`config.mk`:
```
export PLATFORM = sky130hd
export DESIGN_NAME = regfile_write_arbiter_flat
export DESIGN_NICKNAME = d
export VERILOG_FILES = /design/src/rtl/regfile_write_arbiter_if.sv /design/src/rtl/regfile_write_arbiter.sv /design/src/flat_wrapper.sv
export SDC_FILE = /design/constraint.sdc
export NUM_CORES = 1
export LEC_CHECK = 0
export BUFFER_PORTS_ARGS = -buffer_cell sky130_fd_sc_hd__buf_4
export CAP_MARGIN = 30
export CORE_MARGIN = 2
export CORE_UTILIZATION = 40
export CTS_CLUSTER_SIZE = 30
export DETAILED_ROUTE_END_ITERATION = 8
export PLACE_DENSITY = 0.77
export SYNTH_ARGS = -nofsm -noshare
export SYNTH_HDL_FRONTEND = slang
export SYNTH_SLANG_ARGS = --single-unit
```
`constraint.sdc`:
```
create_clock -name inp_clk -period 2.7 [get_ports inp_clk]
set_clock_uncertainty 0.15 [all_clocks]
set_input_delay 0.54 -clock inp_clk [delete_from_list [all_inputs] [get_ports inp_clk]]
set_output_delay 0.54 -clock inp_clk [all_outputs]
set_load 0.1 [all_outputs]
```
`src/rtl/regfile_write_arbiter_if.sv`:
```
// Write-port bundle between the writeback requesters and the register-file write arbiter.
// The master side is the requesters/register file; the slave side is the arbiter.
interface regfile_write_arbiter_if #(
  parameter int NREQ   = 3,
  parameter int DATA_W = 16,
  parameter int ADDR_W = 3
);
  logic [NREQ-1:0]        inp_req_valid;
  logic [NREQ*ADDR_W-1:0] inp_req_addr;
  logic [NREQ*DATA_W-1:0] inp_req_data;
  logic [NREQ-1:0]        out_req_ready;
  logic                   inp_hold;
  logic                   inp_clr_stats;
  logic                   out_flagWrite;
  logic [ADDR_W-1:0]      out_regWrite;
  logic [DATA_W-1:0]      out_dataWrite;
  logic [(1<<ADDR_W)-1:0] out_pending;
  logic [7:0]             out_conflict_cnt;

  modport master (
    output inp_req_valid, inp_req_addr, inp_req_data, inp_hold, inp_clr_stats,
    input  out_req_ready, out_flagWrite, out_regWrite, out_dataWrite,
           out_pending, out_conflict_cnt
  );

  modport slave (
    input  inp_req_valid, inp_req_addr, inp_req_data, inp_hold, inp_clr_stats,
    output out_req_ready, out_flagWrite, out_regWrite, out_dataWrite,
           out_pending, out_conflict_cnt
  );
endinterface

```
`src/rtl/regfile_write_arbiter.sv`:
```
// Round-robin arbiter for the single register-file write port, with a registered
// write stage, a pending-write mask and a saturating contention counter.
module regfile_write_arbiter #(
  parameter int NREQ   = 3,
  parameter int DATA_W = 16,
  parameter int ADDR_W = 3
) (
  input  logic                   inp_clk,
  input  logic                   inp_rst_n,
  regfile_write_arbiter_if.slave bus
);
  localparam int PTR_W = (NREQ > 2) ? 2 : 1;
  localparam int NREG  = 1 << ADDR_W;

  logic [PTR_W-1:0]  ptr;
  logic [PTR_W-1:0]  win;
  logic [PTR_W-1:0]  ptr_nxt;
  logic              found;
  logic [NREQ-1:0]   grant;
  logic              contended;
  logic [ADDR_W-1:0] win_addr;
  logic [DATA_W-1:0] win_data;
  logic              flag_q;
  logic [ADDR_W-1:0] addr_q;
  logic [DATA_W-1:0] data_q;
  logic [7:0]        cnt_q;
  logic [NREG-1:0]   pending;
  int                idx;
  int                nvalid;

  // Search starts at ptr and wraps; hold suppresses every grant.
  always_comb begin
    grant  = '0;
    found  = 1'b0;
    win    = '0;
    idx    = 0;
    nvalid = 0;
    for (int i = 0; i < NREQ; i++) begin
      idx = (int'(ptr) + i) % NREQ;
      if (!bus.inp_hold && !found && bus.inp_req_valid[idx]) begin
        found      = 1'b1;
        grant[idx] = 1'b1;
        win        = PTR_W'(idx);
      end
      if (bus.inp_req_valid[i]) nvalid = nvalid + 1;
    end
    contended = !bus.inp_hold && (nvalid >= 2);
    win_addr  = bus.inp_req_addr[int'(win)*ADDR_W +: ADDR_W];
    win_data  = bus.inp_req_data[int'(win)*DATA_W +: DATA_W];
    ptr_nxt   = (int'(win) == NREQ - 1) ? '0 : win + PTR_W'(1);
  end

  always_ff @(posedge inp_clk or negedge inp_rst_n) begin
    if (!inp_rst_n) begin
      ptr    <= '0;
      flag_q <= 1'b0;
      addr_q <= '0;
      data_q <= '0;
      cnt_q  <= '0;
    end else begin
      flag_q <= found;
      if (found) begin
        ptr    <= ptr_nxt;
        addr_q <= win_addr;
        data_q <= win_data;
      end
      if (bus.inp_clr_stats)
        cnt_q <= '0;
      else if (contended && cnt_q != 8'hFF)
        cnt_q <= cnt_q + 8'd1;
    end
  end

  always_comb begin
    pending = '0;
    if (flag_q) pending[addr_q] = 1'b1;
  end

  // Ready is forced low while reset is asserted, independent of the inputs.
  assign bus.out_req_ready    = grant & {NREQ{inp_rst_n}};
  assign bus.out_flagWrite    = flag_q;
  assign bus.out_regWrite     = addr_q;
  assign bus.out_dataWrite    = data_q;
  assign bus.out_pending      = pending;
  assign bus.out_conflict_cnt = cnt_q;
endmodule

```
`src/flat_wrapper.sv`:
```
// flat-port wrapper written by rule: the top's interface ports become plain ports
module regfile_write_arbiter_flat 
#(
  parameter int NREQ   = 3,
  parameter int DATA_W = 16,
  parameter int ADDR_W = 3
)
  (inp_clk, inp_rst_n, bus_inp_req_valid, bus_inp_req_addr, bus_inp_req_data, bus_inp_hold, bus_inp_clr_stats, bus_out_req_ready, bus_out_flagWrite, bus_out_regWrite, bus_out_dataWrite, bus_out_pending, bus_out_conflict_cnt);
  regfile_write_arbiter_if #(.NREQ(NREQ), .DATA_W(DATA_W), .ADDR_W(ADDR_W)) bus_i ();
  input  logic inp_clk;
  input  logic inp_rst_n;
  input wire logic [$bits(bus_i.inp_req_valid)-1:0] bus_inp_req_valid;
  input wire logic [$bits(bus_i.inp_req_addr)-1:0] bus_inp_req_addr;
  input wire logic [$bits(bus_i.inp_req_data)-1:0] bus_inp_req_data;
  input wire logic [$bits(bus_i.inp_hold)-1:0] bus_inp_hold;
  input wire logic [$bits(bus_i.inp_clr_stats)-1:0] bus_inp_clr_stats;
  output wire logic [$bits(bus_i.out_req_ready)-1:0] bus_out_req_ready;
  output wire logic [$bits(bus_i.out_flagWrite)-1:0] bus_out_flagWrite;
  output wire logic [$bits(bus_i.out_regWrite)-1:0] bus_out_regWrite;
  output wire logic [$bits(bus_i.out_dataWrite)-1:0] bus_out_dataWrite;
  output wire logic [$bits(bus_i.out_pending)-1:0] bus_out_pending;
  output wire logic [$bits(bus_i.out_conflict_cnt)-1:0] bus_out_conflict_cnt;
  assign bus_i.inp_req_valid = bus_inp_req_valid;
  assign bus_i.inp_req_addr = bus_inp_req_addr;
  assign bus_i.inp_req_data = bus_inp_req_data;
  assign bus_i.inp_hold = bus_inp_hold;
  assign bus_i.inp_clr_stats = bus_inp_clr_stats;
  assign bus_out_req_ready = bus_i.out_req_ready;
  assign bus_out_flagWrite = bus_i.out_flagWrite;
  assign bus_out_regWrite = bus_i.out_regWrite;
  assign bus_out_dataWrite = bus_i.out_dataWrite;
  assign bus_out_pending = bus_i.out_pending;
  assign bus_out_conflict_cnt = bus_i.out_conflict_cnt;
  regfile_write_arbiter #(.NREQ(NREQ), .DATA_W(DATA_W), .ADDR_W(ADDR_W)) u_core (.inp_clk(inp_clk), .inp_rst_n(inp_rst_n), .bus(bus_i));
endmodule
```
After elaboration in Yosys (flattened, before gate mapping) --
Cells that the tools add are included.
Cells by class: order comparisons 9, muxes and demuxes 33, shift-type cells 2, equality and inequality tests 2, bitwise operators 3, reduce and logical (&&, ||, !) cells 15, $mul 1, divide/modulo/power cells 3, add/subtract/negate cells 6
Operators with widths (count):
- 32-bit by 1-bit >= comparator with 1-bit output, second input constant | 3
- 32-bit by 4-bit less-than comparator with 1-bit output, second input constant | 3
- 32-bit by 2-bit adder with 32-bit output, second input constant | 2
- 32-bit by 3-bit modulo with 32-bit output, second input constant | 2
- 32-bit two-way mux | 2
- 48-bit by 7-bit variable part select with 16-bit output | 1
- 32-bit by 3-bit >= comparator with 1-bit output, second input constant | 1
- 3-bit by 3-bit modulo with 32-bit output, second input constant | 1
- 9-bit by 32-bit variable part select with 3-bit output | 1
- 8-bit two-way mux | 3
- 1-bit two-way mux | 14
- 1-bit logical AND | 11
- 3-bit two-way mux | 3
- 8-bit by 1-bit adder with 8-bit output, second input constant | 1
- 2-bit two-way mux | 4
- 8-bit != test, second input constant | 1
- 1-bit binary-select mux with 2-bit select | 3
- 1-bit demux with 2-bit select | 3
- 3-bit bitwise OR | 2
- 3-bit by 4-bit less-than comparator with 1-bit output, second input constant | 1
- 2-bit by 2-bit multiplier with 4-bit output, second input constant | 1
- 2-bit by 1-bit adder with 3-bit output, second input constant | 1
- 2-bit by 2-bit adder with 3-bit output, second input constant | 1
- 3-bit AND | 1
- other kinds (6) | 8
Storage, ports and cells: logic and storage cells 79, input port bits 64, output and inout port bits 39, flip-flop bits (word level) 30

Depth between registers and ports, before layout --
Gate-level depths: netlist (run 1).
depth after elaboration 16, mapped depth 9, depth with buffers taken out 8

Worst setup path after synthesis (run 1) --
Ideal clock, no wire load.
path type register to output, start reg u_core.ptr[0], end out bus_out_req_ready[0], path buffers 2, data required time 2.010 ns, path slack -1.986 ns, stages on the path, launching flop included 9, arrival time 3.996 ns, cells stage by stage dfrtp_1 inv_1 ha_1 clkbuf_1 mux2_2 or2_0 buf_2 mux2i_1 a211oi_1
Between the ends: cells in the longest elaborated chain, start to end 15, elaborated cells between the ends (all ways) 44, classes of those cells 2 x add/sub; 3 x div; 6 x order compare; 20 x mux; 3 x bitwise; 10 x reduce/logical
Ends and longest elaborated chain:
- start, declared | RTL line regfile_write_arbiter.sv:15 | logic [PTR_W-1:0] ptr;
- start signal, assigned | RTL line regfile_write_arbiter.sv:63 | ptr <= ptr_nxt;
- branches (longest 13 deep; another with 32-bit by 3-bit modulo with 32-bit output)
- 3-bit two-way mux (*) | RTL line regfile_write_arbiter.sv:40 | if (!bus.inp_hold && !found && bus.inp_req_valid[idx]) begin
- 3-bit AND (*) | RTL line regfile_write_arbiter.sv:80 | assign bus.out_req_ready = grant & {NREQ{inp_rst_n}};
- end, declared | RTL line flat_wrapper.sv:17 | output wire logic [$bits(bus_i.out_req_ready)-1:0] bus_out_req_ready;
Mark *: on every way between the ends. The select of a mux whose other input is x is not followed.

Worst setup path after layout (run 1) --
start reg u_core.ptr[1], end out bus_out_req_ready[0]
The elaborated chain is that of the path after synthesis.

==> results of run 1 <==
## final timing paths
check | end | cells past startpoint | startpoint | slack [ps]
min in group inp_clk | u_core.bus.out_conflict_cnt[1] | 2 | bus_inp_clr_stats | 330
setup / recovery | bus_out_req_ready[0] | 7 | u_core.ptr[1] | -260
setup reg to reg | u_core.bus.out_dataWrite[13] | 10 | u_core.ptr[1] | 60
hold reg to reg | u_core.bus.out_dataWrite[1] | 2 | u_core.bus.out_dataWrite[1] | 360
hold / removal | u_core.bus.out_dataWrite[13] | 2 | inp_rst_n | 180
max in group asynchronous | u_core.bus.out_regWrite[0] | 2 | inp_rst_n | 1910
## area by class of cell
cell class	instances	area [µm²]	area share, %
tap	70	87.6	2.44
multi-input combinational	187	1580	43.9
inverter	7	26.3	0.731
sequential	30	757	21.1
clock buffer	7	86.3	2.40
timing repair buffer	132	1060	29.5
## cells by family after synthesis
logic type	Yosys count	synth area share (%)
compound gates	81	26.4
xor+xnor	5	2.02
mux	17	8.08
fa+ha+maj	7	4.04
buf+inv	28	5.43
simple gates	77	19.3
flops	30	34.6
## worst reg2reg max path: stages (launching register included)
cell,delay (ps)
dfrtp_1,410
buf_6,140
ha_4,170
buf_4,150
buf_4,130
mux2i_1,110
a221o_1,340
and2_1,190
buf_4,200
a2111oi_1,420
o31ai_1,120
## sequential cells by signal (all words and copies together) (netlist names)
| signal | cells |
|---|---|
| u_core.bus.out_regWrite | 3 |
| u_core.bus.out_dataWrite | 16 |
| u_core.bus.out_conflict_cnt | 8 |
| u_core.bus.out_flagWrite | 1 |
| u_core.ptr | 2 |
## metal layers
metal,part of all wire (%),global-route usage [%],wire length [µm]
met1,41,29.1,3090
met2,52,40.6,3920
met3,5.1,5.00,380
met4,1.6,8.04,119
met5,0,0,0
## stage by stage
stage / cell area (µm²) / utilization [%]
6_report: 3590 / 69.5
5_1_grt: 3590 / 69.5
4_1_cts: 3410 / 65.9
3_5_place_dp: 3230 / 62.4
3_3_place_gp: 3230 / 62.4
2_1_floorplan: 2260 / -
## power by group through the flow
stage / Sequential [mW] / Combinational (mW) / Clock [mW]
after floorplan: 1.87 / 1.30 / 0
after global placement: 0.774 / 3.14 / 0
after detailed placement: 0.776 / 3.18 / 0
after CTS: 0.770 / 3.31 / 0.367
after global routing: 0.806 / 3.70 / 0.389
final: 0.783 / 3.54 / 0.363
## layout by cell type (no fill, tap or decap), types with 6 or more instances in the layout
cell type  count
clkbuf_8       6
a21oi_1       15
mux2i_1       10
nand2_1        7
o21ai_0        8
o211ai_1       9
a21boi_0      11
dfrtp_1       25
buf_4        125
nand3_1       23
o31ai_1       14
a2111oi_2      9
nor2_1         9
## timing repair
item | 4_1_cts | 5_1_grt
buffers inserted | 2 | 3
setup endpoints to repair | 16 | 9
endpoints found under the hold margin | 0 | 0
pin swaps | 1 | 8
gates resized for setup | 20 | 41
cloned | 0 | 0
==> reports/qor.yml, run 1 <==
outcome: "finished, violations left"
violations: "setup timing"
drt_iter0_markers: 125
p_clk_share_pct: 7.7
synth_area_per_cell_um2: 8.85
nFillCells: 374
die_width_um: 77.6
clk_latency_ps: 270
internal_power_mw: 1.94
syn_inst: 245
synthFlopType: "dfrtp_1"
switching_share_pct: 58.5
required_ps: 2010
viasPerCell: 5.74
area.growth.synth_to_final_pct: 65.9
ys_seq_area_share_pct: 34.6
synth_common_cells: "dfrtp_1 (30), nand3_1 (23), a21oi_1 (16)"
maxSlewViolCount: 0
grt_overflow: 0
path_max_fanout: 3
comb_power_share_pct: 75.5
yosys_register_bits: 30
pre_cts_slack_ps: -162
cts_root_buf: "clkbuf_8"
grt_pass1_wl_mm: 11.4
whs_ps: 176
yosys.area.top_type: "dfrtp_1"
cts_tree: "yes"
clk_transition_reported_paths_ps: 60
final.setup.tns_ps: -635
path_delay_family: "multiplexers"
antenna_found_initial: 0
die_y_um: 77.6
drt-pass1-iter-count: 4
finalSetupViolCount: 3
yosysMostFrequentCell: "dfrtp_1"
wl_per_cell_um: 17.3
synth_fp_nets: 316
power.leakage_nw: 1.57
final_nets: 434
antennaDiodeCount: 0
end_kind: "output port"
crit_arrival_ps: 2270
drc: 0
ir_drop_v: 0.000783
cts_sinks: 30
die_area_mm2: 0.00602
numPortBuffers: 102
worst-path-buf-inv: 2
power.density_mw_per_mm2: 1300
start_util_pct: 41.9
yosysWarnings: 0
drive_gt1_share_pct: 51.8
vias: 2484
fin_ws_ps: -259
dp_cells: 421
fin_crit_sh_pct: 110
wl_mm: 7.51
relSlewSlack_pct: 58.2
cts_buffer_depth: 2
grt_max_degree: 31
synth_edf_count: 0
critPathKind: "reg -> out"
cts_buffers: 5
io_pins: 103
synth.cell_area_mm2: 0.00217
period_needed_ps: 2960
path_cells: "buf_6, ha_4, mux2_4, or2_4, mux2i_2, a211oi_4, buf_12"
gp_congestion: 0.896
final_hold_viol_count: 0
max_freq_mhz: 338
placementRows: 26
async_reset_ff_share_pct: 100
grt_pass1_vias: 2377
rsz0062_at_grt: "yes"
critPathLaunchType: "register"
worst_pin_slew_ps: 627
postCtsHoldBufs: 0
drv_cap: 0
synth.top_cell.area_share_pct: 34.6
h-tree-depth: 2
dp_hpwl_mm: 5.22
slowest_stage: "dfrtp_1"
min_path_type: "in -> async"
ys_types: 45
p_sw_mw: 2.74
ant_nets: 0
synth_area_leaders: "dfrtp_1 (35%), mux2i_1 (6.0%), nand3_1 (5.3%), o31ai_1 (4.8%), a21boi_0 (4.2%)"
power_frac_seq_pct: 16.7
grt_use_total_pct: 23.6
total_power_mw: 4.68
core_mm2: 0.00517
slowest_delay_ps: 410
final_cell_count_no_fill: 433
Power figures use the tool's default switching activity.
==> run 2: changes to the inputs <==
--- a/config.mk
+++ b/config.mk
@@ -5,7 +5,7 @@
 export SDC_FILE = /design/constraint.sdc
 export NUM_CORES = 1
 export LEC_CHECK = 0
-export BUFFER_PORTS_ARGS = -buffer_cell sky130_fd_sc_hd__buf_4
+export BUFFER_PORTS_ARGS = -buffer_cell sky130_fd_sc_hd__buf_2
 export CAP_MARGIN = 30
 export CORE_MARGIN = 2
 export CORE_UTILIZATION = 40
==> run 2 against run 1 <==
Largest power group unchanged. Global-route usage shrank 0.50 points. Sequential power shrank 2%. Register-to-register slack is essentially flat. Critical endpoint unchanged. Core utilization shrank 3.7 points. Sequential share of layout area grew 1.2 points. The run still ends with setup timing left.
==> reports/qor.yml, run 2 (same netlist as run 1, synthesis figures left out) <==
drt_iter0_markers: 143
cts_tree: "yes"
placementRows: 26
wl_mm: 6.94
drive_gt1_share_pct: 52.0
final_hold_viol_count: 0
ant_nets: 0
reg2reg_from: "u_core.ptr[0]"
cp-startpoint: "u_core.ptr[0]"
rrSetupSlack_ps: 60
grt_max_degree: 30
vias: 2470
required_ps: 2010
path_cells: "buf_6, ha_4, nand2b_4, mux2_4, or2_4, mux2i_2, a211oi_4, buf_12"
crit_arrival_ps: 2270
drt-pass1-iter-count: 4
dp_cells: 429
max_freq_mhz: 338
h-tree-depth: 2
final_cell_count_no_fill: 445
nFillCells: 415
drc: 0
largest_reg_flops: 16
antenna_found_initial: 0
grt_pass1_wl_mm: 11.1
min_path_type: "in -> reg"
ir_drop_v: 0.000834
multi_input_area_mm2: 0.00155
core_mm2: 0.00517
io_pins: 103
grt_use_total_pct: 23.1
placed_area_mm2: 0.00306
final_nets: 445
path_delay_family: "multiplexers"
numPortBuffers: 102
grt_overflow: 0
cts_sinks: 30
path_max_fanout: 4
slowest_delay_ps: 410
dp_hpwl_mm: 5.09
gp_congestion: 0.936
cts_root_buf: "clkbuf_8"
die_width_um: 77.6
critPathLaunchType: "register"
clk_latency_ps: 280
final.setup.tns_ps: -674
antennaDiodeCount: 0
die_y_um: 77.6
viasPerCell: 5.55
whs_ps: 359
grt_pass1_vias: 2376
pre_cts_slack_ps: -55.2
wl_per_cell_um: 15.6
slowest_stage: "dfrtp_1"
die_area_mm2: 0.00602
rsz0062_at_grt: "yes"
drv_cap: 0
power.leakage_nw: 1.55
worst-path-buf-inv: 2
worst_pin_slew_ps: 504
finalSetupViolCount: 3
clk_transition_reported_paths_ps: 70
end_kind: "output port"
maxSlewViolCount: 0
critPathKind: "reg -> out"
layout_commonest_cell: "buf_2"
power.density_mw_per_mm2: 1350
cts_buffer_depth: 2
period_needed_ps: 2960
cts_buffers: 5
outcome: "finished, violations left"
area.growth.synth_to_final_pct: 56.9
hold_start: "bus_inp_req_data[24]"
area.sequential_um2: 756
final_area_mm2: 0.00340
fin_ws_ps: -259
relSlewSlack_pct: 66.7
violations: "setup timing"
mostFrequentLayoutCells: "buf_2 (99), buf_4 (36), dfrtp_1 (26)"
start_util_pct: 41.9
fin_crit_sh_pct: 110
==> run 2: cell count changes in the layout (fill, tap and decap cells not counted), moves of 2 or more <==
cell	before	now
a2111oi_1	1	3
buf_4	125	36
a2111oi_2	9	6
buf_2	0	99
a2111oi_0	0	2
==> run 2: where the power goes <==
group | internal, mW | switching (mW)
sequential | 0.626 | 0.144
combinational | 1.02 | 2.40
clock | 0.205 | 0.179
==> run 2: worst paths after layout <==
| check | depth (start not counted) | to |
|---|---|---|
| max in group asynchronous | 3 | u_core.bus.out_regWrite[0] |
| min in group asynchronous | 2 | u_core.bus.out_flagWrite |
| worst max-delay path | 8 | bus_out_req_ready[0] |
| worst min register to register | 2 | u_core.bus.out_dataWrite[1] |
| worst min-delay path | 3 | u_core.bus.out_dataWrite[8] |
| worst max register to register | 8 | u_core.bus.out_dataWrite[13] |
==> run 2: layer usage <==
metal  part of all wire (%)  vias up  GRT usage, %
li1                       -     1183             -
met1                     42     1205          28.2
met2                     52       73          42.2
met3                    4.1        9          2.79
met4                    1.4        0          6.61
met5                      0        -             0
==> run 2: final cells by class <==
| class | count | area share (%) |
|---|---|---|
| multi-input cells | 187 | 45.5 |
| repair buffers | 143 | 26.2 |
| flip-flops and latches | 30 | 22.2 |
| well taps | 70 | 2.58 |
| clock buffers | 6 | 2.43 |
| inverters | 7 | 0.773 |
| clock inverters | 2 | 0.368 |
==> run 2: what timing repair did <==
item	CTS	global route
gates resized for setup	21	23
hold buffers	1	0
cloned	0	0
setup endpoints to repair	3	13
hold endpoints to repair	1	0
pin swaps	9	5
setup buffers	6	1
==> run 2: tightest hold or removal path: stages <==
cell and delay, ps:
buf_2 70, o21ai_0 70, o211ai_1 70
==> run 2: stage by stage <==
step	utilization, %	total power, mW
CTS	64.0	4.47
global placement	59.2	3.87
finish	65.7	4.57
floorplan	-	3.17
detailed placement	59.2	3.90
global route	65.7	4.79
==> run 3: changes to the inputs <==
--- a/config.mk
+++ b/config.mk
@@ -8,10 +8,10 @@
 export BUFFER_PORTS_ARGS = -buffer_cell sky130_fd_sc_hd__buf_2
 export CAP_MARGIN = 30
 export CORE_MARGIN = 2
-export CORE_UTILIZATION = 40
+export CORE_UTILIZATION = 42
 export CTS_CLUSTER_SIZE = 30
 export DETAILED_ROUTE_END_ITERATION = 8
-export PLACE_DENSITY = 0.77
+export PLACE_DENSITY = 0.8
 export SYNTH_ARGS = -nofsm -noshare
 export SYNTH_HDL_FRONTEND = slang
 export SYNTH_SLANG_ARGS = --single-unit
==> run 3 against run 2 <==
The flow still finishes with violations (setup timing). Cell count is 2.2% lower. Cell area is 4.9% lower. Via count is 0.81% lower. Power is 3.8% lower. Setup slack better by 20 ps. Global-route usage is 0.23 points lower. Maximum frequency is 0.67% higher. Core utilization is 1.6 points lower. Critical path depth is 1 lower. Sequential cell count stayed put. Largest cell class unchanged.
==> reports/qor.yml, run 3 (same netlist as run 1, synthesis figures left out) <==
required_ps: 2010
reg2reg_from: "u_core.ptr[1]"
drt_iter0_markers: 106
wl_mm: 6.65
numPortBuffers: 102
gp_congestion: 1.02
cts_tree: "yes"
area.growth.synth_to_final_pct: 49.3
placed_area_mm2: 0.00301
rsz0062_at_grt: "yes"
drt-pass1-iter-count: 4
ff2ff_path_depth: 9
cts_root_buf: "clkbuf_8"
maxSlewViolCount: 0
grt_max_degree: 30
mostFrequentLayoutCells: "buf_2 (99), buf_4 (29), dfrtp_1 (25)"
path_max_fanout: 3
antenna_found_initial: 0
rrSetupSlack_ps: 50
placementRows: 26
grt_pass1_wl_mm: 10.1
outcome: "finished, violations left"
dp_hpwl_mm: 4.97
finalSetupViolCount: 3
viasPerCell: 5.63
end_kind: "output port"
power.density_mw_per_mm2: 1360
final_area_mm2: 0.00324
crit_arrival_ps: 2250
die_area_mm2: 0.00575
core_mm2: 0.00504
nFillCells: 409
wl_per_cell_um: 15.3
violations: "setup timing"
cts_buffers: 5
critPathLaunchType: "register"
final_hold_viol_count: 0
die_y_um: 75.8
cts_sinks: 30
pre_cts_slack_ps: -57.6
max_freq_mhz: 340
largest_reg_flops: 16
whs_ps: 354
grt_use_total_pct: 22.8
whs_path_depth: 2
final_nets: 435
cts_buffer_depth: 2
ant_nets: 0
critPathKind: "reg -> out"
clk_latency_ps: 280
io_pins: 103
ir_drop_v: 0.000670
relSlewSlack_pct: 66.5
fin_ws_ps: -239
drv_cap: 0
drive_gt1_share_pct: 48.8
start_util_pct: 43.0
fin_crit_sh_pct: 109
antennaDiodeCount: 0
worst_pin_slew_ps: 506
die_width_um: 75.8
power.leakage_nw: 1.47
h-tree-depth: 2
grt_pass1_vias: 2179
drc: 0
period_needed_ps: 2940
vias: 2450
min_path_type: "reg -> reg"
layout_commonest_cell: "buf_2"
total_power_mw: 4.40
grt_overflow: 0
hold_path_end: "u_core.bus.out_dataWrite[10]"
r2r_end: "u_core.bus.out_dataWrite[1]"
clk_transition_reported_paths_ps: 70
hold_start: "u_core.bus.out_dataWrite[10]"
run 3: cell count changes in the layout (fill, tap and decap cells not counted), moves of 2 or more:
cell       before  now
buf_4          36   29
a2111oi_2       6    1
a2111oi_1       3    8
buf_6           3    1
run 3: how the worst max path moves through the flow:
stage | start | cells after the start | endpoint | slack [ps]
after floorplan | u_core.ptr[0] | 8 | bus_out_req_ready[0] | -530
after global placement | u_core.ptr[0] | 8 | bus_out_req_ready[1] | 10
after detailed placement | u_core.ptr[0] | 8 | bus_out_req_ready[1] | -60
after CTS | u_core.ptr[1] | 8 | bus_out_req_ready[1] | -270
after global routing | u_core.ptr[1] | 7 | bus_out_req_ready[0] | -320
final | u_core.ptr[1] | 7 | bus_out_req_ready[0] | -240
run 3: worst max-delay path: stages, from the launching register on:
cell and delay [ps]:
dfrtp_1 400, buf_6 130, ha_4 260, mux2_4 300, or2_4 270, mux2i_2 160, a211oi_4 250, buf_12 210
run 3: per-layer routing:
| layer | global-route usage [%] | vias up | part of all wire [%] |
|---|---|---|---|
| met4 | 8.19 | 0 | 2.2 |
| met2 | 36.7 | 94 | 51 |
| li1 | - | 1154 | - |
| met3 | 4.76 | 16 | 5.2 |
| met5 | 0 | - | 0 |
| met1 | 30.4 | 1186 | 42 |
run 3: area by class of cell:
class	instances	area (µm²)	share of cell area, %
Tap cell	70	87.6	2.71
Timing Repair Buffer	133	795	24.6
Sequential cell	30	757	23.4
Inverter	7	26.3	0.812
Clock buffer	7	86.3	2.67
Multi-Input combinational cell	187	1480	45.7
Clock inverter	1	5.00	0.155
run 3: stage by stage:
stage,util [%],setup TNS [ps],cells
global route,64.2,-784,435
finish,64.2,-540,435
CTS,62.6,-683,434
floorplan,-,-2060,245
global placement,59.6,0,423
detailed placement,59.6,-90.5,423
run 3: what timing repair did:
action | in CTS | in global routing
pin swaps | 1 | 6
hold buffers | 1 | 0
setup buffers | 2 | 1
endpoints found under the setup margin | 4 | 10
hold endpoints to repair | 1 | 0
gates resized for setup | 8 | 23
run 3: power by group:
part,switching (mW),internal (mW)
sequential,0.147,0.628
clock,0.168,0.205
combinational,2.34,0.908
total,2.66,1.74
